<file path="config.mk">
export PLATFORM = sky130hd
export DESIGN_NAME = lfsr8_err_count
export DESIGN_NICKNAME = d
export VERILOG_FILES = /design/src/rtl/lfsr8_err_count.sv
export SDC_FILE = /design/constraint.sdc
export NUM_CORES = 1
export LEC_CHECK = 0
export ABC_CLOCK_PERIOD_IN_PS = 2100
export CORE_MARGIN = 5
export CORE_UTILIZATION = 43
export CTS_CLUSTER_DIAMETER = 120
export DETAILED_ROUTE_END_ITERATION = 12
export PLACE_DENSITY = 0.77
export SLEW_MARGIN = 20
export SYNTH_ARGS = -nofsm -noshare
export SYNTH_HDL_FRONTEND = slang
export SYNTH_SLANG_ARGS = --single-unit
export TNS_END_PERCENT = 20
</file>
<file path="constraint.sdc">
create_clock -name MCLK -period 2.1 [get_ports MCLK]
set_input_delay 0.525 -clock MCLK [delete_from_list [all_inputs] [get_ports MCLK]]
set_output_delay 0.525 -clock MCLK [all_outputs]
set_load 0.02 [all_outputs]
</file>
<file path="src/rtl/lfsr8_err_count.sv">
// Saturating error counter: clear beats increment, increment amount is 1..8.
module lfsr8_err_count #(
  parameter int CNT_W = 16
) (
  input  logic             MCLK,
  input  logic             MRST_N,
  input  logic             inc_en,
  input  logic [3:0]       inc_amt,
  input  logic             clr,
  output logic [CNT_W-1:0] cnt
);

  localparam logic [CNT_W+3:0] MAX_EXT = {4'd0, {CNT_W{1'b1}}};

  logic [CNT_W+3:0] sum;
  logic [CNT_W-1:0] cnt_d;

  // Add in a widened domain so a multi-bit step clamps at all-ones instead of wrapping.
  always_comb begin
    sum   = {4'd0, cnt} + {{CNT_W{1'b0}}, inc_amt};
    cnt_d = cnt;
    if (clr) begin
      cnt_d = '0;
    end else if (inc_en) begin
      cnt_d = (sum > MAX_EXT) ? {CNT_W{1'b1}} : sum[CNT_W-1:0];
    end
  end

  // Count register.
  always_ff @(posedge MCLK or negedge MRST_N) begin
    if (!MRST_N) cnt <= '0;
    else         cnt <= cnt_d;
  end

endmodule

</file>
==> impl_results.md <==
* Post-layout nets at 150
* Area share of the largest cell type after synthesis at 41.2%
* Via Count at 973
* Slew Viols, Final at 0
* FF-to-FF Start: cnt[0]
* R2R cell count at 7
* Final Instance Area at 1530 µm²
* Vias in the first global route at 1058
* GRT Util Overall at 18.4%
* Synth area leaders: dfrtp_1, a311oi_1, nor2_1
* DP HPWL at 1790 µm
* Max-cap viol count at 0
* Synth-to-Final Area Change at 57.5%
* Sequential-to-total area share from yosys stat at 41.2%
* Fin crit share at 96.6%
* GRT overflow at 0
* Crit Path Max Fanout at 7
* Distinct cells, synth at 31
* Setup TNS at 0 ps
* Initial core utilization at 44.3%
* Core ar. at 2190 µm²
* Synth cell count leaders: dfrtp_1, nor2_1, a311oi_1, inv_1
* DRT iter0 DRCs at 18
* Num CTS Buffers at 3
* Top-count cell post-synth: dfrtp_1
* Sink Count at 16
* CP Data Arrival Time at 2210 ps
* Placer Congestion at 0.814
* Static leakage at 0.000641 µW
* Start point of the critical path: inc_amt[0]
* Multi-input logic area at 708 µm²
* Post-route minimum period at 2030 ps
* Async SR Flop Fraction at 100%
* Hold Crit Class: input pin to asynchronous set/reset pin
* Max-Slew Margin vs Limit at 40.1%
* Ys flop type: dfrtp_1
* CTS max path bufs at 2
* Die extent in y at 57.5 µm
* Highest Clock Rate at 493 MHz
* DRC viols at 0
* Post-Syn Nets at 112
* Setup violators final at 0
* Post-DRT Antenna Nets at 0
* Diode count at 0
* CP required at 2280 ps
* Clock transition at the registers of the reported paths at 100 ps
* Number of synthesized flops with an enable pin at 0
* Reg2reg setup slack at 100 ps
* Largest Register: cnt
* Share of cells above drive strength 1 at 36.0%
* P per Cell Area at 477 nW/µm²
* Chip width at 57.5 µm
* Seq cells post-synth at 16
* Regs by FF count: cnt x16
* WS Path Type: input pin to register
* Peak supply drop at 0.359 mV
* Vias per cell at 5.93
* Num rows at 17
* Die area at 3310 µm²
* Total Routed Length at 2750 µm
* Synth area leader: dfrtp_1
* Util after Layout at 69.8%
* Fill cells at 148
* Fin cells at 164
* Syn Area/Cell at 9.81 µm²
* CTS H-Tree Depth at 1
* Layout Skew at 6.97 ps
* Largest register FFs at 16
* Cells after Synth at 99
* Largest net degree at the start of global routing at 17
* Initial antenna violation count at 0
* Outcome: finished clean
* CTS tree: yes
* RSZ-0062 raised after global routing: true
* First-pass GRT wire length at 4730 µm
* Crit end category: register
* Endpoints failing hold at 0
* First-pass DRT Iterations at 4
* R2r endpoint: cnt[11]
* Synth Warn # at 0
* Clock root buffer: clkbuf_4
* Seq. cell area at 400 µm²
* Total power at 729 µW
* Placed Instances at 158
* Wire per inst at 16.8 µm
* Worst-Margin Slew at 896 ps
* # IOs at 24
* Post-Syn Area at 971 µm²
* Setup crit end: cnt[11]
* DP Area at 1300 µm²
* Crit start category: input pin
* Clock latency at the later pin of the worst-skew pair at 290 ps
* PortBufs at 23
layout make-up:
cell class / count / share of cell area [%]
timing repair buffer: 35 / 21.1
sequential: 16 / 26.2
clock buffer: 4 / 2.37
inverter: 7 / 1.72
multi-input combinational: 74 / 46.3
tap: 28 / 2.29
through the flow:
step / hold WS [ps] / setup WS, ps
CTS: 543 / 6.91
finish: 547 / 70.4
floorplan: 229 / 6.90
global route: 559 / -1.06
detailed placement: 501 / -597
global placement: 499 / -497
report_power, final:
| group | total, µW | internal [µW] | switching (µW) | leakage (µW) |
|---|---|---|---|---|
| combinational | 190 | 95.4 | 94.7 | 0.000401 |
| clock | 210 | 106 | 105 | 0.0000210 |
| sequential | 329 | 317 | 11.7 | 0.000219 |
| total | 729 | 518 | 211 | 0.000641 |
worst min-delay path by stage:
| stage | from | end |
|---|---|---|
| global route | MRST_N | cnt[0] |
| detailed placement | cnt[11] | cnt[11] |
| CTS | cnt[11] | cnt[11] |
| floorplan | MRST_N | cnt[0] |
| global placement | cnt[11] | cnt[11] |
| finish | MRST_N | cnt[4] |
cell families after synthesis:
kind of cell	share of synthesized area, %
flip-flops	41.2
XOR/XNOR	2.71
adder cells (fa/ha/maj)	7.22
multiplexers	1.03
buffers and inverters	4.64
AND/OR/NAND/NOR	21.1
AO/OA/AOI/OAI	22.0
routing by layer:
layer / track usage [%] / vias to the layer above / wire [µm]
met4: 7.28 / 0 / 46
met1: 21.3 / 490 / 1160
met2: 33.7 / 24 / 1450
met5: 0 / - / 0
li1: - / 454 / -
met3: 2.71 / 5 / 96
layout by cell type, fill, tap and decap left out, types with 3 or more instances in the layout:
cell type | synthesis | layout
clkdlybuf4s50_1 | 0 | 19
nor2_1 | 15 | 15
nor3_2 | 0 | 3
inv_1 | 7 | 5
and3_4 | 0 | 4
a311oi_2 | 0 | 8
xor2_1 | 3 | 3
nand2_1 | 3 | 3
dfrtp_1 | 16 | 16
clkbuf_4 | 0 | 3
buf_4 | 0 | 12
and3_1 | 5 | 4
what timing repair did:
item,4_1_cts,5_1_grt
pin swaps,11,4
setup buffers,1,0
setup endpoints to repair,16,8
cloned,1,0
resized for setup,26,9
hold buffers,0,0
worst max-delay path, stage by stage:
cell and delay, ps:
dlygate4sd2_1 200, ha_2 180, inv_2 40, fa_2 380, nor2b_4 140, o21ai_2 90
a211o_4 390, a311oi_2 270
No activity file was read; power rests on OpenSTA's default activity.
